$ cat src/rtl/encrypt_pkg.sv
// Shared definitions for the encrypt toy block cipher.
//   DATA_W : datapath width (8)
//   STAGES : pipeline depth (3)
//   SBOX   : 4-bit substitution table, indexed by nibble value
//   rotl8  : circular left rotate of a byte by 0..7 positions
package encrypt_pkg;

  localparam int DATA_W = 8;
  localparam int STAGES = 3;

  localparam logic [3:0] SBOX [0:15] = '{
    4'hC, 4'h5, 4'h6, 4'hB, 4'h9, 4'h0, 4'hA, 4'hD,
    4'h3, 4'hE, 4'hF, 4'h8, 4'h4, 4'h7, 4'h1, 4'h2
  };

  // Rotating a doubled copy left and keeping the upper byte gives the
  // circular rotate; an amount of 0 returns the input unchanged.
  function automatic logic [DATA_W-1:0] rotl8(input logic [DATA_W-1:0] data,
                                              input logic [2:0]        amt);
    logic [2*DATA_W-1:0] dbl;
    dbl = {data, data} << amt;
    return dbl[2*DATA_W-1:DATA_W];
  endfunction

endpackage

$ cat src/rtl/encrypt_sbox4.sv
// Combinational 4-bit to 4-bit S-box lookup.
//   nib_in  : input nibble
//   nib_out : substituted nibble
module encrypt_sbox4
  import encrypt_pkg::*;
(
  input  logic [3:0] nib_in,
  output logic [3:0] nib_out
);

  assign nib_out = SBOX[nib_in];

endmodule

$ cat src/rtl/encrypt.sv
// Pipelined 8-bit toy block cipher / data scrambler.
// Three register stages: key whitening, nibble S-box substitution, then a
// key-dependent rotate with nibble-swapped key post-whitening. The key is
// carried alongside its data so key changes never affect data in flight.
//   clock     : rising-edge clock
//   reset     : asynchronous active-high clear of every pipeline register
//   number    : plaintext, sampled every rising edge
//   key       : key, sampled with number
//   encnumber : ciphertext, registered, valid 3 edges after its input
module encrypt
  import encrypt_pkg::*;
(
  input  logic              clock,
  input  logic              reset,
  input  logic [DATA_W-1:0] number,
  input  logic [DATA_W-1:0] key,
  output logic [DATA_W-1:0] encnumber
);

  logic [DATA_W-1:0] s_p1_q, s_p1_d;
  logic [DATA_W-1:0] k_p1_q, k_p1_d;
  logic [DATA_W-1:0] s_p2_q, s_p2_d;
  logic [DATA_W-1:0] k_p2_q, k_p2_d;
  logic [DATA_W-1:0] enc_p3_q, enc_p3_d;
  logic [3:0]        sbox_hi, sbox_lo;

  encrypt_sbox4 u_sbox_hi (
    .nib_in  (s_p1_q[7:4]),
    .nib_out (sbox_hi)
  );

  encrypt_sbox4 u_sbox_lo (
    .nib_in  (s_p1_q[3:0]),
    .nib_out (sbox_lo)
  );

  always_comb begin
    // stage 1: key whitening
    s_p1_d   = number ^ key;
    k_p1_d   = key;
    // stage 2: nibble substitution
    s_p2_d   = {sbox_hi, sbox_lo};
    k_p2_d   = k_p1_q;
    // stage 3: key-dependent rotate and post-whitening
    enc_p3_d = rotl8(s_p2_q, k_p2_q[2:0]) ^ {k_p2_q[3:0], k_p2_q[7:4]};
  end

  always_ff @(posedge clock or posedge reset) begin
    if (reset) begin
      s_p1_q   <= '0;
      k_p1_q   <= '0;
      s_p2_q   <= '0;
      k_p2_q   <= '0;
      enc_p3_q <= '0;
    end else begin
      s_p1_q   <= s_p1_d;
      k_p1_q   <= k_p1_d;
      s_p2_q   <= s_p2_d;
      k_p2_q   <= k_p2_d;
      enc_p3_q <= enc_p3_d;
    end
  end

  assign encnumber = enc_p3_q;

endmodule

$ cat config.mk
export PLATFORM = sky130hd
export DESIGN_NAME = encrypt
export DESIGN_NICKNAME = d
export VERILOG_FILES = /design/src/rtl/encrypt_pkg.sv /design/src/rtl/encrypt_sbox4.sv /design/src/rtl/encrypt.sv
export SDC_FILE = /design/constraint.sdc
export NUM_CORES = 1
export LEC_CHECK = 0
export CORE_AREA = 2 2 59 61
export DETAILED_ROUTE_END_ITERATION = 10
export DIE_AREA = 0 0 61 63
export PLACE_DENSITY = 0.79
export SLEW_MARGIN = 40
export SYNTH_ARGS = -nofsm -noshare
export SYNTH_HDL_FRONTEND = slang
export SYNTH_SLANG_ARGS = --single-unit
$ cat constraint.sdc
create_clock -name clock -period 3.72 [get_ports clock]
set_input_delay 0.558 -clock clock [delete_from_list [all_inputs] [get_ports clock]]
set_output_delay 0.558 -clock clock [all_outputs]
set_load 0.01 [all_outputs]
==> flow_summary.toml, run 1 <==
[status]
outcome = "finished, final reports clean"

[detailed_routing]
routedWlPerCell_um = 12.8
drtIter0Drc = 19
drtAntennaViolNets = 0
routed-via-count = 956
dr.pass1.iters = 3
drc_errors = 0
wl_mm = 2.45
viasPerCell = 5.01

[worst_setup_path]
crit_cells = 1
required_ns = 3.16
cp_slowest_stage_delay_ns = 0.52
crit_arrival_ns = 1.20
r2r_cells = 3
path_buf_inv = 1
end_kind = "primary output"
path_class = "reg -> out"
cp_slowest_cell = "clkdlybuf4s50_1"
critPathMaxFanout = 1
start_kind = "flop"
crit_chain = "clkdlybuf4s50_1"
cp_top_family = "buffers and inverters"

[clock_network]
htree_num_levels = 2
cts.reportedPaths.clkPinSlew_ns = 0.11
cts.repair.resized = 0
cts_setup_buffers = 0
clkSinkCount = 40
cts_tree = "yes"
worstSkewPairLatency_ns = 0.34
hold_buffers = 0
numCtsBuffers = 5
clk_path_buf_depth = 2
root_buffer = "clkbuf_4"

[place]
place_hpwl_mm = 1.89
gp_congestion = 0.781
place_ws_ns = 2.06
port_buffers = 25

[timing]
slew_violations = 0
slew-limit-headroom = 0.643
post-route-min-period_ns = 1.76
setup_viol = 0
setup_tns_ns = 0
postLayoutSetupSlackWorst_ns = 1.96
clock_skew_ns = 0.0102
hold_viol_final = 0
rsz0062_at_grt = "false"
max_freq_ghz = 0.569
fin_crit_sh = 0.473
worst_pin_slew_ns = 0.535

[hold_path]
hold_depth = 0
hold_path.class = "reg -> reg"

[grt]
grt_pass1_vias = 1011
grt_overflow = 0
antenna_found_initial = 0
gr-usage-all-layers = 0.158
grt_max_degree = 29
grt_pass1_wl_mm = 4.33

[floorplan]
die_area_um2 = 3840
initial_core_util = 0.546
rows = 21
die_x_um = 61
core_um2 = 3230
die_y_um = 63
io_pins = 26

[power_and_ir_drop]
p_leak_nw = 0.940
power_w = 0.00103
power_density_nw_per_um2 = 487
vdd_drop_max_mv = 0.226

[synth]
synth_cell_types = 15
synth_top_cell_area_share = 0.567
yosysSeqAreaShare = 0.567
yosys_register_bits = 40
netlist_area_um2 = 1770
synth_cells = 115
yosys-top-cells-area = "dfrtp_1 57%, mux4_2 15%, ha_1 7.1%, mux2i_1 5.1%, xnor2_1 4.0%"
synth_top_cells_by_count = "40 x dfrtp_1, 12 x mux4_2, 11 x inv_1, 10 x ha_1, 9 x mux2i_1"
synth_most_common_cell = "dfrtp_1"
synth_warnings = 0
async_reset_ff_frac = 1.00
synth_edf_count = 0
yosysTopAreaCell = "dfrtp_1"
syn_nets = 143
postSynthAreaPerCell_um2 = 15.4
ys.flop_type = "dfrtp_1"

[flow_run]
maxCapViolCount = 0

[cells_and_area]
syn_to_final_growth_pct = 19.9
drive_gt1_frac = 0.152
n_antenna_cell = 0
fin_nets = 172
-- cell type report --
cell class                 count  area, um2
clock buffer                   6       51.3
fill                         243       1110
multi-input combinational     60        698
timing repair buffer          26        258
inverter                      11       41.3
sequential                    40       1000
clock inverter                 2       10.0
tap                           46       57.6
-- state kept, by name, summed over array words and instances (netlist names) --
signal / cells
s_p2_q: 8
s_p1_q: 8
k_p1_q: 8
encnumber: 8
k_p2_q: 8
-- layout by cell type, fill, tap and decap left out --
cell type         n
clkbuf_8          1
ha_1             10
inv_2             1
buf_4             1
clkdlybuf4s50_1  25
inv_1            10
nand2b_1          1
clkinv_2          2
dfrtp_1          40
mux2i_1           9
o21a_1            3
o21ai_0           6
xor2_1            8
xnor2_1           8
clkbuf_4          5
mux4_2           12
o22ai_1           1
nand2_1           2
-- per-layer routing --
layer | up-vias | part of all wire | GRT usage
met1 | 482 | 0.42 | 0.203
li1 | 448 | - | -
met2 | 21 | 0.51 | 0.231
met3 | 5 | 0.043 | 0.0435
met5 | - | 0 | 0
met4 | 0 | 0.023 | 0.101
-- metrics by stage --
step / instances / util / hold WS [ns] / cell area (um2)
floorplan: 115 / - / 0.331 / 1770
global placement: 183 / 0.636 / 0.333 / 2060
detailed placement: 183 / 0.636 / 0.336 / 2060
CTS: 191 / 0.655 / 0.348 / 2120
global route: 191 / 0.655 / 0.355 / 2120
finish: 191 / 0.655 / 0.347 / 2120
-- where the power goes --
group	internal [W]	total, W	switching, W
sequential	0.000500	0.000542	0.0000425
combinational	0.000166	0.000272	0.000105
clock	0.0000900	0.000217	0.000127
total	0.000756	0.00103	0.000275
-- final timing paths --
check,from,end,slack (ns)
setup / recovery,encnumber[6],encnumber[6],1.96
hold / removal,k_p1_q[4],k_p2_q[4],0.35
setup reg to reg,k_p2_q[1],encnumber[6],2.02
hold reg to reg,k_p1_q[4],k_p2_q[4],0.35
max in group asynchronous,reset,k_p1_q[6],2.58
min in group asynchronous,reset,k_p2_q[6],0.57
-- cells by family after synthesis --
| family | Yosys count | share of synthesized area |
|---|---|---|
| AO/OA/AOI/OAI | 10 | 0.0333 |
| XOR/XNOR | 16 | 0.0794 |
| adder cells (fa/ha/maj) | 10 | 0.0709 |
| buffers and inverters | 15 | 0.0376 |
| flip-flops | 40 | 0.567 |
| multiplexers | 21 | 0.204 |
| AND/OR/NAND/NOR | 3 | 0.00780 |
Power figures use the tool's default switching activity.
==> run 2: changes to the inputs <==
--- a/config.mk
+++ b/config.mk
@@ -5,10 +5,10 @@
 export SDC_FILE = /design/constraint.sdc
 export NUM_CORES = 1
 export LEC_CHECK = 0
-export CORE_AREA = 2 2 59 61
+export CORE_AREA = 2 2 61 63
 export DETAILED_ROUTE_END_ITERATION = 10
-export DIE_AREA = 0 0 61 63
-export PLACE_DENSITY = 0.79
+export DIE_AREA = 0 0 63 65
+export PLACE_DENSITY = 0.74
 export SLEW_MARGIN = 40
 export SYNTH_ARGS = -nofsm -noshare
 export SYNTH_HDL_FRONTEND = slang
==> constraint.sdc (replaced) <==
create_clock -name clock -period 1.7 [get_ports clock]
set_input_delay 0.255 -clock clock [delete_from_list [all_inputs] [get_ports clock]]
set_output_delay 0.255 -clock clock [all_outputs]
set_load 0.01 [all_outputs]
==> run 2 against run 1 <==
Critical path depth rose by 2. Sequential power rose by 120%. Flip-flop and latch count did not move. Count of clock-buffer cells in the layout rose by 2. Worst hold slack got worse by 0.034 ns. Routed wire length rose by 3.2%. Global-route usage fell by 1.3 points. Core utilization fell by 4.9 points.
==> flow_summary.toml, run 2 (synthesis results as in run 1) <==
[clock_network]
hold_buffers = 0
clk_path_buf_depth = 2
root_buffer = "clkbuf_4"
worstSkewPairLatency_ns = 0.34
htree_num_levels = 2
clkSinkCount = 40
cts_tree = "yes"
numCtsBuffers = 5
cts.reportedPaths.clkPinSlew_ns = 0.11

[floorplan]
core_um2 = 3500
rows = 22
die_y_um = 65
die_x_um = 63
die_area_um2 = 4100
io_pins = 26
initial_core_util = 0.505

[worst_setup_path]
critPathCapture = "encnumber[4]"
r2r_start = "k_p2_q[1]"
r2r-end = "encnumber[4]"
end_kind = "flop"
ff2ff_setup_slack_ns = 0.16
crit_arrival_ns = 1.76
critPathMaxFanout = 9
path_class = "reg -> reg"
start_kind = "flop"
cp-startpoint = "k_p2_q[1]"
r2r_cells = 3
required_ns = 1.92

[power_and_ir_drop]
p_leak_nw = 0.935
vdd_drop_max_mv = 0.425
power_density_nw_per_um2 = 1070

[timing]
setup_viol = 0
worst_pin_slew_ns = 0.481
fin_crit_sh = 0.908
slew-limit-headroom = 0.680
setup_tns_ns = 0
slew_violations = 0
hold_viol_final = 0
post-route-min-period_ns = 1.54
clock_skew_ns = 0.00832
max_freq_ghz = 0.648
timing.hold.ws_ns = 0.313
rsz0062_at_grt = "false"

[hold_path]
hold_path.class = "in -> async"

[detailed_routing]
wl_mm = 2.53
dr.pass1.iters = 4
routedWlPerCell_um = 13.1
drtIter0Drc = 34
drc_errors = 0
drtAntennaViolNets = 0
viasPerCell = 5.00
routed-via-count = 965

[place]
placed_cell_area_um2 = 2060
place_hpwl_mm = 1.87
port_buffers = 25
gp_congestion = 0.779

[flow_run]
maxCapViolCount = 0

[cells_and_area]
design_area_um2 = 2120
final_cell_mix = "39 x dfrtp_1, 25 x clkdlybuf4s50_1, 12 x mux4_2, 11 x inv_1, 10 x ha_1"
n_antenna_cell = 0
syn_to_final_growth_pct = 20.0
fin_nets = 172
drive_gt1_frac = 0.138
final_common_cell = "dfrtp_1"

[grt]
grt_overflow = 0
gr-usage-all-layers = 0.145
antenna_found_initial = 0
grt_pass1_vias = 976
grt_max_degree = 41
grt_pass1_wl_mm = 4.38

[status]
outcome = "finished, final reports clean"
[run 2: changes by cell type in the layout (fill, tap and decap cells not counted), sizes merged]
cell	previous run	this run
clkbuf	6	8
clkinv	2	0
[run 2: metrics by stage]
step                      setup slack [ns]  power, W   util  cells
after floorplan                      0.333   0.00156      -    115
after global routing                0.0487   0.00241  0.606    193
after CTS                           0.0245   0.00230  0.606    193
final                                0.157   0.00227  0.606    193
after detailed placement            0.0431   0.00181  0.589    185
after global placement               0.139   0.00178  0.589    185
[run 2: layout make-up]
| type | instances | area, um2 |
|---|---|---|
| multi-input combinational | 60 | 698 |
| timing repair buffer | 26 | 258 |
| sequential | 40 | 1000 |
| clock buffer | 8 | 58.8 |
| inverter | 11 | 41.3 |
| fill | 294 | 1380 |
| tap | 48 | 60.1 |
[run 2: worst min path at each step]
stage | from | to | slack [ns] | cells after the start
final | reset | s_p1_q[7] | 0.31 | 3
after detailed placement | k_p1_q[5] | k_p2_q[5] | 0.34 | 0
after floorplan | key[0] | k_p1_q[0] | 0.29 | 0
after CTS | reset | k_p1_q[7] | 0.32 | 3
after global placement | k_p1_q[5] | k_p2_q[5] | 0.33 | 0
after global routing | reset | k_p1_q[2] | 0.37 | 3
[run 2: what timing repair did]
item | CTS | global route
setup buffers | 0 | 0
endpoints found under the setup margin | 0 | 6
hold endpoints to repair | 0 | 0
gates resized for setup | 0 | 1
[run 2: critical path, stage by stage (launching register included)]
cell and delay, ns:
dfrtp_2 0.53, mux2i_1 0.37, inv_1 0.08, mux4_2 0.45
[run 2: report_power, final]
part           switching (W)  internal (W)
Sequential         0.0000967       0.00109
Clock               0.000289      0.000204
Combinational       0.000225      0.000364
[run 2: routing by layer]
metal	part of all wire	up-vias	global-route usage
li1	-	451	-
met1	0.44	484	0.178
met2	0.48	24	0.230
met3	0.051	6	0.0521
met4	0.019	0	0.0667
met5	0	-	0
==> run 3: changes to the inputs <==
--- a/config.mk
+++ b/config.mk
@@ -6,6 +6,7 @@
 export NUM_CORES = 1
 export LEC_CHECK = 0
 export CORE_AREA = 2 2 61 63
+export CTS_CLUSTER_DIAMETER = 120
 export DETAILED_ROUTE_END_ITERATION = 10
 export DIE_AREA = 0 0 63 65
 export PLACE_DENSITY = 0.74
==> results of run 3 <==
The final DEF is identical to that of run 2; final timing and power are the same.
